$ cat config.mk
export PLATFORM = sky130hd
export DESIGN_NAME = axi_tdd_ng_sync_gen_mc
export DESIGN_NICKNAME = d
export VERILOG_FILES = /design/src/rtl/axi_tdd_ng_pkg.sv /design/src/rtl/axi_tdd_ng_sync_gen_mc_edge.sv /design/src/rtl/axi_tdd_ng_sync_gen_mc.sv
export SDC_FILE = /design/constraint.sdc
export NUM_CORES = 1
export LEC_CHECK = 0
export CAP_MARGIN = 20
export CORE_MARGIN = 4
export CORE_UTILIZATION = 50
export CTS_CLUSTER_SIZE = 20
export DETAILED_ROUTE_END_ITERATION = 7
export GPL_TIMING_DRIVEN = 1
export PLACE_DENSITY = 0.73
export SLEW_MARGIN = 20
export SYNTH_ARGS = -nofsm -noshare
export SYNTH_HDL_FRONTEND = slang
export SYNTH_SLANG_ARGS = --single-unit
export TNS_END_PERCENT = 100
$ cat constraint.sdc
create_clock -name clk -period 10.15 [get_ports clk]
set_input_delay 2.03 -clock clk [delete_from_list [all_inputs] [get_ports clk]]
set_output_delay 2.03 -clock clk [all_outputs]
set_load 0.005 [all_outputs]
$ cat src/rtl/axi_tdd_ng_pkg.sv
// Shared types for the next-gen TDD frame-sync generator.
// Holds the FSM state encoding and the external edge-select codes.
package axi_tdd_ng_pkg;

  typedef enum logic [1:0] {
    ST_IDLE    = 2'b00,
    ST_ARMED   = 2'b01,
    ST_RUNNING = 2'b10,
    ST_DONE    = 2'b11
  } sync_state_e;

  localparam logic [1:0] EDGE_NONE = 2'b00;
  localparam logic [1:0] EDGE_RISE = 2'b01;
  localparam logic [1:0] EDGE_FALL = 2'b10;
  localparam logic [1:0] EDGE_BOTH = 2'b11;

endpackage

$ cat src/rtl/axi_tdd_ng_sync_gen_mc_edge.sv
// Per-input edge detector with optional 2-flop synchronizer ahead of it.
// The edge is formed from s0 vs s1, so the pulse is combinational after s0.
module axi_tdd_ng_sync_edge_det
  import axi_tdd_ng_pkg::*;
#(
  parameter bit CDC_EN = 1'b0
) (
  input  logic       clk,
  input  logic       reset,
  input  logic       sync_in,
  input  logic [1:0] edge_sel,
  output logic       edge_pulse
);

  logic samp;
  logic s0;
  logic s1;
  logic rise_en;
  logic fall_en;

  generate
    if (CDC_EN) begin : g_cdc
      logic [1:0] meta;
      always_ff @(posedge clk) begin
        if (reset) meta <= '0;
        else       meta <= {meta[0], sync_in};
      end
      assign samp = meta[1];
    end else begin : g_nocdc
      assign samp = sync_in;
    end
  endgenerate

  always_ff @(posedge clk) begin
    if (reset) begin
      s0 <= 1'b0;
      s1 <= 1'b0;
    end else begin
      s0 <= samp;
      s1 <= s0;
    end
  end

  assign rise_en    = (edge_sel == EDGE_RISE) || (edge_sel == EDGE_BOTH);
  assign fall_en    = (edge_sel == EDGE_FALL) || (edge_sel == EDGE_BOTH);
  assign edge_pulse = (rise_en && s0 && !s1) || (fall_en && !s0 && s1);

endmodule

$ cat src/rtl/axi_tdd_ng_sync_gen_mc.sv
// TDD frame-sync generator: external/soft/internal triggers merged into one
// stretched pulse. state | meaning
//   IDLE    | config tracks asy_* inputs, no triggers accepted
//   ARMED   | waiting for external or soft event to start
//   RUNNING | offset then periodic internal triggers, plus ext/soft
//   DONE    | burst exhausted, only ext/soft forwarded
module axi_tdd_ng_sync_gen_mc
  import axi_tdd_ng_pkg::*;
#(
  parameter int             NUM_EXT_SYNC     = 2,
  parameter logic [7:0]     EXT_CDC_MASK     = 8'h00,
  parameter int             SYNC_INTERNAL    = 1,
  parameter int             SYNC_COUNT_WIDTH = 32,
  parameter int             BURST_WIDTH      = 16,
  parameter int             PW_WIDTH         = 8
) (
  input  logic                        clk,
  input  logic                        reset,
  input  logic [NUM_EXT_SYNC-1:0]     sync_in,
  output logic                        sync_out,
  input  logic                        tdd_enable,
  input  logic [NUM_EXT_SYNC-1:0]     tdd_sync_ext_mask,
  input  logic [1:0]                  tdd_sync_ext_edge,
  input  logic                        tdd_sync_int,
  input  logic                        tdd_sync_soft,
  input  logic                        tdd_sync_arm_ext,
  input  logic [SYNC_COUNT_WIDTH-1:0] asy_tdd_sync_period,
  input  logic [SYNC_COUNT_WIDTH-1:0] asy_tdd_sync_offset,
  input  logic [BURST_WIDTH-1:0]      asy_tdd_sync_burst,
  input  logic [PW_WIDTH-1:0]         asy_tdd_sync_pulse_width,
  output logic [1:0]                  tdd_sync_state,
  output logic [SYNC_COUNT_WIDTH-1:0] tdd_sync_count,
  output logic                        tdd_sync_overrun
);

  sync_state_e state, state_nxt;

  logic [SYNC_COUNT_WIDTH-1:0] cfg_period;
  logic [SYNC_COUNT_WIDTH-1:0] cfg_offset;
  logic [BURST_WIDTH-1:0]      cfg_burst;
  logic [PW_WIDTH-1:0]         cfg_pw;
  logic [PW_WIDTH-1:0]         pw_eff;

  logic [SYNC_COUNT_WIDTH-1:0] tmr;
  logic [BURST_WIDTH-1:0]      burst_cnt;
  logic [PW_WIDTH-1:0]         width_cnt;
  logic [NUM_EXT_SYNC-1:0]     edge_vec;

  logic ext_fire;
  logic int_fire;
  logic last_burst;
  logic trig;
  logic trig_q;

  for (genvar i = 0; i < NUM_EXT_SYNC; i++) begin : g_ext
    axi_tdd_ng_sync_edge_det #(
      .CDC_EN (EXT_CDC_MASK[i])
    ) u_edge_det (
      .clk        (clk),
      .reset      (reset),
      .sync_in    (sync_in[i]),
      .edge_sel   (tdd_sync_ext_edge),
      .edge_pulse (edge_vec[i])
    );
  end

  assign ext_fire   = |(edge_vec & tdd_sync_ext_mask);
  assign int_fire   = (SYNC_INTERNAL != 0) && tdd_sync_int && (state == ST_RUNNING) &&
                      (cfg_period != '0) && (tmr == '0);
  assign last_burst = int_fire && (cfg_burst != '0) &&
                      (burst_cnt == cfg_burst - BURST_WIDTH'(1));
  assign pw_eff     = (cfg_pw == '0) ? PW_WIDTH'(1) : cfg_pw;

  always_comb begin
    trig = 1'b0;
    if (tdd_enable) begin
      unique case (state)
        ST_ARMED, ST_DONE: trig = ext_fire || tdd_sync_soft;
        ST_RUNNING:        trig = ext_fire || tdd_sync_soft || int_fire;
        default:           trig = 1'b0;
      endcase
    end
  end

  always_ff @(posedge clk) begin
    if (reset) state <= ST_IDLE;
    else       state <= state_nxt;
  end

  always_comb begin
    state_nxt = state;
    if (!tdd_enable) begin
      state_nxt = ST_IDLE;
    end else begin
      unique case (state)
        ST_IDLE:    state_nxt = tdd_sync_arm_ext ? ST_ARMED : ST_RUNNING;
        ST_ARMED:   if (ext_fire || tdd_sync_soft) state_nxt = ST_RUNNING;
        ST_RUNNING: if (last_burst) state_nxt = ST_DONE;
        default:    state_nxt = state;
      endcase
    end
  end

  always_ff @(posedge clk) begin
    if (reset) begin
      cfg_period <= '0;
      cfg_offset <= '0;
      cfg_burst  <= '0;
      cfg_pw     <= '0;
    end else if (state == ST_IDLE) begin
      cfg_period <= asy_tdd_sync_period;
      cfg_offset <= asy_tdd_sync_offset;
      cfg_burst  <= asy_tdd_sync_burst;
      cfg_pw     <= asy_tdd_sync_pulse_width;
    end
  end

  // Timer is preloaded with the offset until RUNNING, then reloads with period-1.
  always_ff @(posedge clk) begin
    if (reset || !tdd_enable) begin
      tmr       <= '0;
      burst_cnt <= '0;
    end else if (state == ST_IDLE) begin
      tmr       <= asy_tdd_sync_offset;
      burst_cnt <= '0;
    end else if (state == ST_ARMED) begin
      tmr       <= cfg_offset;
      burst_cnt <= '0;
    end else if (state == ST_RUNNING) begin
      if (int_fire) begin
        tmr       <= cfg_period - SYNC_COUNT_WIDTH'(1);
        burst_cnt <= burst_cnt + BURST_WIDTH'(1);
      end else if (tmr != '0) begin
        tmr <= tmr - SYNC_COUNT_WIDTH'(1);
      end
    end
  end

  always_ff @(posedge clk) begin
    if (reset) begin
      trig_q           <= 1'b0;
      width_cnt        <= '0;
      sync_out         <= 1'b0;
      tdd_sync_count   <= '0;
      tdd_sync_overrun <= 1'b0;
    end else if (!tdd_enable) begin
      trig_q    <= 1'b0;
      width_cnt <= '0;
      sync_out  <= 1'b0;
    end else begin
      trig_q <= trig;
      if (trig_q) begin
        width_cnt <= pw_eff;
        if (width_cnt > PW_WIDTH'(1)) tdd_sync_overrun <= 1'b1;
      end else if (width_cnt != '0) begin
        width_cnt <= width_cnt - PW_WIDTH'(1);
      end
      sync_out <= trig_q || (width_cnt > PW_WIDTH'(1));
      // Leaving IDLE starts a fresh count/overrun window.
      if (state == ST_IDLE) begin
        tdd_sync_count   <= '0;
        tdd_sync_overrun <= 1'b0;
      end else if (trig && (tdd_sync_count != '1)) begin
        tdd_sync_count <= tdd_sync_count + SYNC_COUNT_WIDTH'(1);
      end
    end
  end

  assign tdd_sync_state = state;

endmodule

Yosys cells after proc, flatten, opt, wreduce, memory -nomap -nowiden:

Cells that the tools add are included.

* word-level logic and storage cells: 103
* bits of input ports: 100
* output and inout bits: 36
* flip-flop bits (word level): 185

* bitwise logic cells: 2
* $add $sub $neg: 6
* equal/unequal tests: 10
* reductions and logical operators: 49
* multiplexer cells: 19
* magnitude comparators: 1

Operators with widths (number)
* 2-to-1 mux 32 bit: 7
* nonzero test 32 bit: 2
* subtractor 32 x 1 -> 32 bit (second input constant): 2
* adder 32 x 1 -> 32 bit (second input constant): 1
* zero test 32 bit: 1
* != test 32 bit (second input constant): 1
* 2-to-1 mux 8 bit: 3
* adder 16 x 1 -> 16 bit (second input constant): 1
* equality test 16 bit: 1
* nonzero test 16 bit: 1
* subtractor 16 x 1 -> 16 bit (second input constant): 1
* logical AND 1 bit: 14
* equality test 2 bit (second input constant): 4
* > comparator 8 x 1 -> 1 bit (second input constant): 1
* zero test 8 bit: 1
* logical OR 1 bit: 8
* nonzero test 2 bit: 4
* nonzero test 8 bit: 1
* subtractor 8 x 1 -> 8 bit (second input constant): 1
* 2-to-1 mux 2 bit: 3
* case mux 2 bit (3 select lines): 1
* AND reduction 2 bit: 3
* AND reduction 3 bit: 2
* OR reduction 2 bit: 3
* 11 further kinds: 20

Longest topological paths before layout:

* word-level depth: 14
* gate-level depth with buffers: 16
* depth with buffers taken out: 14

Hierarchy:

From an unflattened synthesis, not the netlist that was laid out.

* cell total of the unflattened synthesis: 1309
* area total of the unflattened synthesis: 10567.6 um^2

By module, submodules not included
* axi_tdd_ng_sync_gen_mc: instances 1, sequential area each 3623.5 um^2, cells each 1295, area each 10422.5 um^2
* axi_tdd_ng_sync_edge_det: instances 2, sequential area each 40.0 um^2, cells each 7, area each 72.6 um^2

Least setup slack after synthesis:

OpenSTA, ideal clock, no wires.

* path type: input to register
* start point: in tdd_sync_int
* end point: reg tmr[30]
* library setup time: 0.120 ns
* stages: 14
* required time: 10.030 ns
* arrival time: 5.516 ns
* path slack: 4.515 ns
* path buffers: 2
* cell sequence: and3b_1 -> and4_1 -> nand4_1 -> nor2_1 -> clkbuf_1 -> buf_1 -> a21oi_1 -> ha_1 -> nor4b_1 -> nand3_1 -> a2111oi_2 -> nand2_1 -> mux2_2 -> o31a_1

* longest elaborated chain between the ends: 7
* elaborated cells between the ends (all ways): 9
* classes of those cells: 4 x mux; 5 x reduce/logical

Ends and longest elaborated chain
* start, declared: line axi_tdd_ng_sync_gen_mc.sv:24 `input logic tdd_sync_int,`
* logical AND 1 bit (*) (2 in series): line axi_tdd_ng_sync_gen_mc.sv:68 `assign int_fire = (SYNC_INTERNAL != 0) && tdd_sync_int && (state == ST_RUNNING) &&`
* logical AND 1 bit (*): line axi_tdd_ng_sync_gen_mc.sv:69 `(cfg_period != '0) && (tmr == '0);`
* 2-to-1 mux 32 bit: line axi_tdd_ng_sync_gen_mc.sv:130 `if (int_fire) begin`
* 2-to-1 mux 32 bit: line axi_tdd_ng_sync_gen_mc.sv:129 `end else if (state == ST_RUNNING) begin`
* 2-to-1 mux 32 bit: line axi_tdd_ng_sync_gen_mc.sv:126 `end else if (state == ST_ARMED) begin`
* 2-to-1 mux 32 bit: line axi_tdd_ng_sync_gen_mc.sv:123 `end else if (state == ST_IDLE) begin`
* end signal, assigned: line axi_tdd_ng_sync_gen_mc.sv:124 `tmr <= asy_tdd_sync_offset;`
* end signal, assigned: line axi_tdd_ng_sync_gen_mc.sv:127 `tmr <= cfg_offset;`
* end signal, assigned: line axi_tdd_ng_sync_gen_mc.sv:131 `tmr <= cfg_period - SYNC_COUNT_WIDTH'(1);`
* end, declared: line axi_tdd_ng_sync_gen_mc.sv:44 `logic [SYNC_COUNT_WIDTH-1:0] tmr;`

Mark *: on every way between the ends. The rest lies on a longest branch, timed or not. The select of a mux whose other input is x is not followed.
A chain may end at the register's enable or synchronous reset.

Final worst setup path:

Ends and elaborated chain as after synthesis.

==> results.yml <==
synthesis:
  ys.warnings.count: 0
  synth_top_area_share_pct: 35.90
  yosys-top-cells-count: "dfxtp_1, nor2_1, a21oi_1"
  syn_area_per_cell_um2: 8.040
  async_flop_share_pct: 0
  syn_area_um2: 10310
  synth_top_area_cell: "dfxtp_1"
  yosysSeqAreaShare_pct: 35.90
  synth_most_common_cell: "dfxtp_1"
  yosysUniqueCellTypes: 75
  ys_seq_elements: 185
  syn_inst: 1283
  synthTopCellsByArea: "dfxtp_1, mux2i_1, nor2_1"
  syn_nets: 1393
  synth_edf_count: 0
  ys.flop_type: "dfxtp_1"
timing:
  fin_crit_ns: 5.323
  setup_viol: 0
  clock_skew_ns: 0.009611
  finalHoldViolCount: 0
  tns_ns: 0
  post-route-period-util_pct: 52.45
  rsz0062_at_grt: "no"
  fmax_mhz: 187.9
  worstMarginPinSlew_ns: 1.073
  maxSlewHeadroom_pct: 27.83
  slew_violations: 0
  final.setup.worst_slack_ns: 4.827
worst_setup_path:
  critPathBufInv: 2
  slowest_stage: "a2111oi_2"
  worst-r2r-cell-count: 13
  start_kind: "primary input"
  end_kind: "flop"
  cp_max_fo: 8
  worstSetupPathType: "primary input to flop"
  arrival_ns: 5.66
  critPathRequiredTime_ns: 10.49
  timing.critical_path.max_delay_family: "simple AND/OR/NAND/NOR gates"
  cpPeakStageDelay_ns: 0.56
  cp.depth: 14
  crit_chain: "clkdlybuf4s50_1 -> and3b_1 -> and4_1 -> nand4_1 -> nor2_2 -> a21oi_1 -> ha_1 -> nor4b_1 -> buf_4 -> nand3_1 -> a2111oi_2 -> nand2_1 -> mux2_2 -> o31a_1"
global_route:
  grt_util_all_layers_pct: 25.56
  grt_pass1_wl_mm: 47.24
  grt_max_degree: 101
  antenna_found_initial: 1
  grt_pass1_vias: 9115
  overflow: 0
route:
  via_per_inst: 6.139
  drcViolationCount: 0
  wire_per_inst_um: 18.13
  drt-pass1-iter-count: 5
  wl_mm: 29.97
  vias: 10148
  ant_nets: 0
  drtIter0Drc: 769
pwr:
  p_leak_nw: 4.722
  vdd_drop_max_uv: 108.0
  power_density_nw_per_um2: 172.8
floorplan:
  initial_core_util_pct: 50.98
  num_rows: 52
  dieArea_um2: 22990
  core_um2: 20230
  die_w_um: 151.6
  io_pins: 136
  fp.dieH_um: 151.6
cts:
  cts_root_buf: "clkbuf_16"
  cts_made_buffers: 17
  cts_setup_buffers: 0
  cts_buffer_depth: 2
  cts_resized: 0
  ctsHoldBuffers: 0
  insertion_delay_ns: 0.44
  cts_tree: "done"
  cts.reportedPaths.clkPinSlew_ns: 0.07
  cts.sinks: 185
  cts_htree_levels: 4
placement:
  place_ws_ns: 4.415
  numPortBuffers: 135
  gp_congestion: 0.9460
  dp_hpwl_mm: 20.83
final_layout:
  fill_cells: 1855
  area_growth_pct: 20.10
  diodes: 0
  seq_area_um2: 3704
  multi_input_area_um2: 6246
  fin_nets: 1481
  drive_gt1_share_pct: 5.423
worst_hold_path:
  hold_class: "flop to flop"
  whs_path_depth: 2
run:
  maxCapViolCount: 0
status:
  status: "completed"
worst reg2reg max path: cells and delay by family (launching register included):
| kind | cells | cell delay [ns] |
|---|---|---|
| compound gates | 3 | 1.01 |
| flops | 1 | 0.39 |
| fa+ha+maj | 1 | 0.26 |
| simple gates | 7 | 2.29 |
| buf+inv | 1 | 0.21 |
| mux | 1 | 0.29 |
power breakdown:
part | leakage [nW] | total, mW | internal [mW] | switching [mW]
combinational | 2.94 | 0.633 | 0.278 | 0.355
clock | 0.263 | 0.649 | 0.347 | 0.303
sequential | 1.52 | 0.858 | 0.788 | 0.0704
total | 4.72 | 2.14 | 1.41 | 0.728
kinds of logic (layout without fill, tap and decap cells):
group / after synthesis / after routing / share of synthesized area (%)
multiplexers: 85 / 85 / 8.273
flip-flops: 185 / 185 / 35.90
AND/OR/NAND/NOR: 537 / 537 / 27.13
AO/OA/AOI/OAI: 329 / 329 / 20.79
buffers and inverters: 104 / 204 / 3.882
adder cells (fa/ha/maj): 10 / 10 / 1.213
XOR/XNOR: 33 / 33 / 2.802
flip-flops by register name (all words and copies together), names as in the netlist:
register,cells
cfg_offset,32
tdd_sync_count,32
g_ext.u_edge_det.s0,2
trig_q,1
cfg_pw,8
g_ext.u_edge_det.s1,2
cfg_period,32
burst_cnt,16
cfg_burst,16
width_cnt,8
tdd_sync_overrun,1
tmr,32
sync_out,1
tdd_sync_state,2
layout by cell type (no fill, tap or decap), types with 21 or more instances in the layout:
| cell | count |
|---|---|
| nor2_1 | 161 |
| nand2b_1 | 22 |
| nor3_1 | 33 |
| nand2_1 | 79 |
| nand4_1 | 27 |
| o21ai_0 | 68 |
| clkdlybuf4s50_1 | 134 |
| or3_1 | 38 |
| dfxtp_1 | 185 |
| or4_1 | 26 |
| nand3_1 | 35 |
| xnor2_1 | 21 |
| nor4_1 | 23 |
| a21oi_1 | 96 |
| inv_1 | 25 |
| mux2i_1 | 83 |
| o211ai_1 | 24 |
| a31oi_1 | 25 |
layout make-up:
class / count / share of cell area [%]
flip-flops and latches: 185 / 29.90
clock inverters: 12 / 0.9494
inverters: 25 / 0.7575
clock buffers: 19 / 3.575
repair buffers: 148 / 11.68
well taps: 270 / 2.727
multi-input cells: 994 / 50.42
final timing paths:
path	startpoint	to	slack [ns]
max	tdd_sync_int	tmr[30]$_SDFFE_PP0P_	4.83
min	cfg_offset[22]$_SDFFE_PP0P_	cfg_offset[22]$_SDFFE_PP0P_	0.47
min reg2reg	cfg_offset[22]$_SDFFE_PP0P_	cfg_offset[22]$_SDFFE_PP0P_	0.47
max reg2reg	cfg_period[5]$_SDFFE_PP0P_	tmr[30]$_SDFFE_PP0P_	5.60
metrics by stage:
stage	hold slack (ns)	total power, mW	instance area (µm²)	utilization, %	std cells
after detailed placement	0.4588	1.493	11830	58.45	1622
after global routing	0.4924	2.257	12390	61.22	1653
after global placement	0.4532	1.483	11830	58.44	1622
after CTS	0.4705	2.147	12390	61.22	1653
after floorplan	0.4450	1.323	10310	-	1283
final	0.4683	2.141	12390	61.22	1653
metal layers:
metal / GRT usage (%) / routed length [µm]
met3: 4.729 / 2041
met5: 0 / 7
met4: 7.772 / 637
met1: 34.20 / 13310
met2: 42.08 / 13980
(Power assumes the default switching activity.)
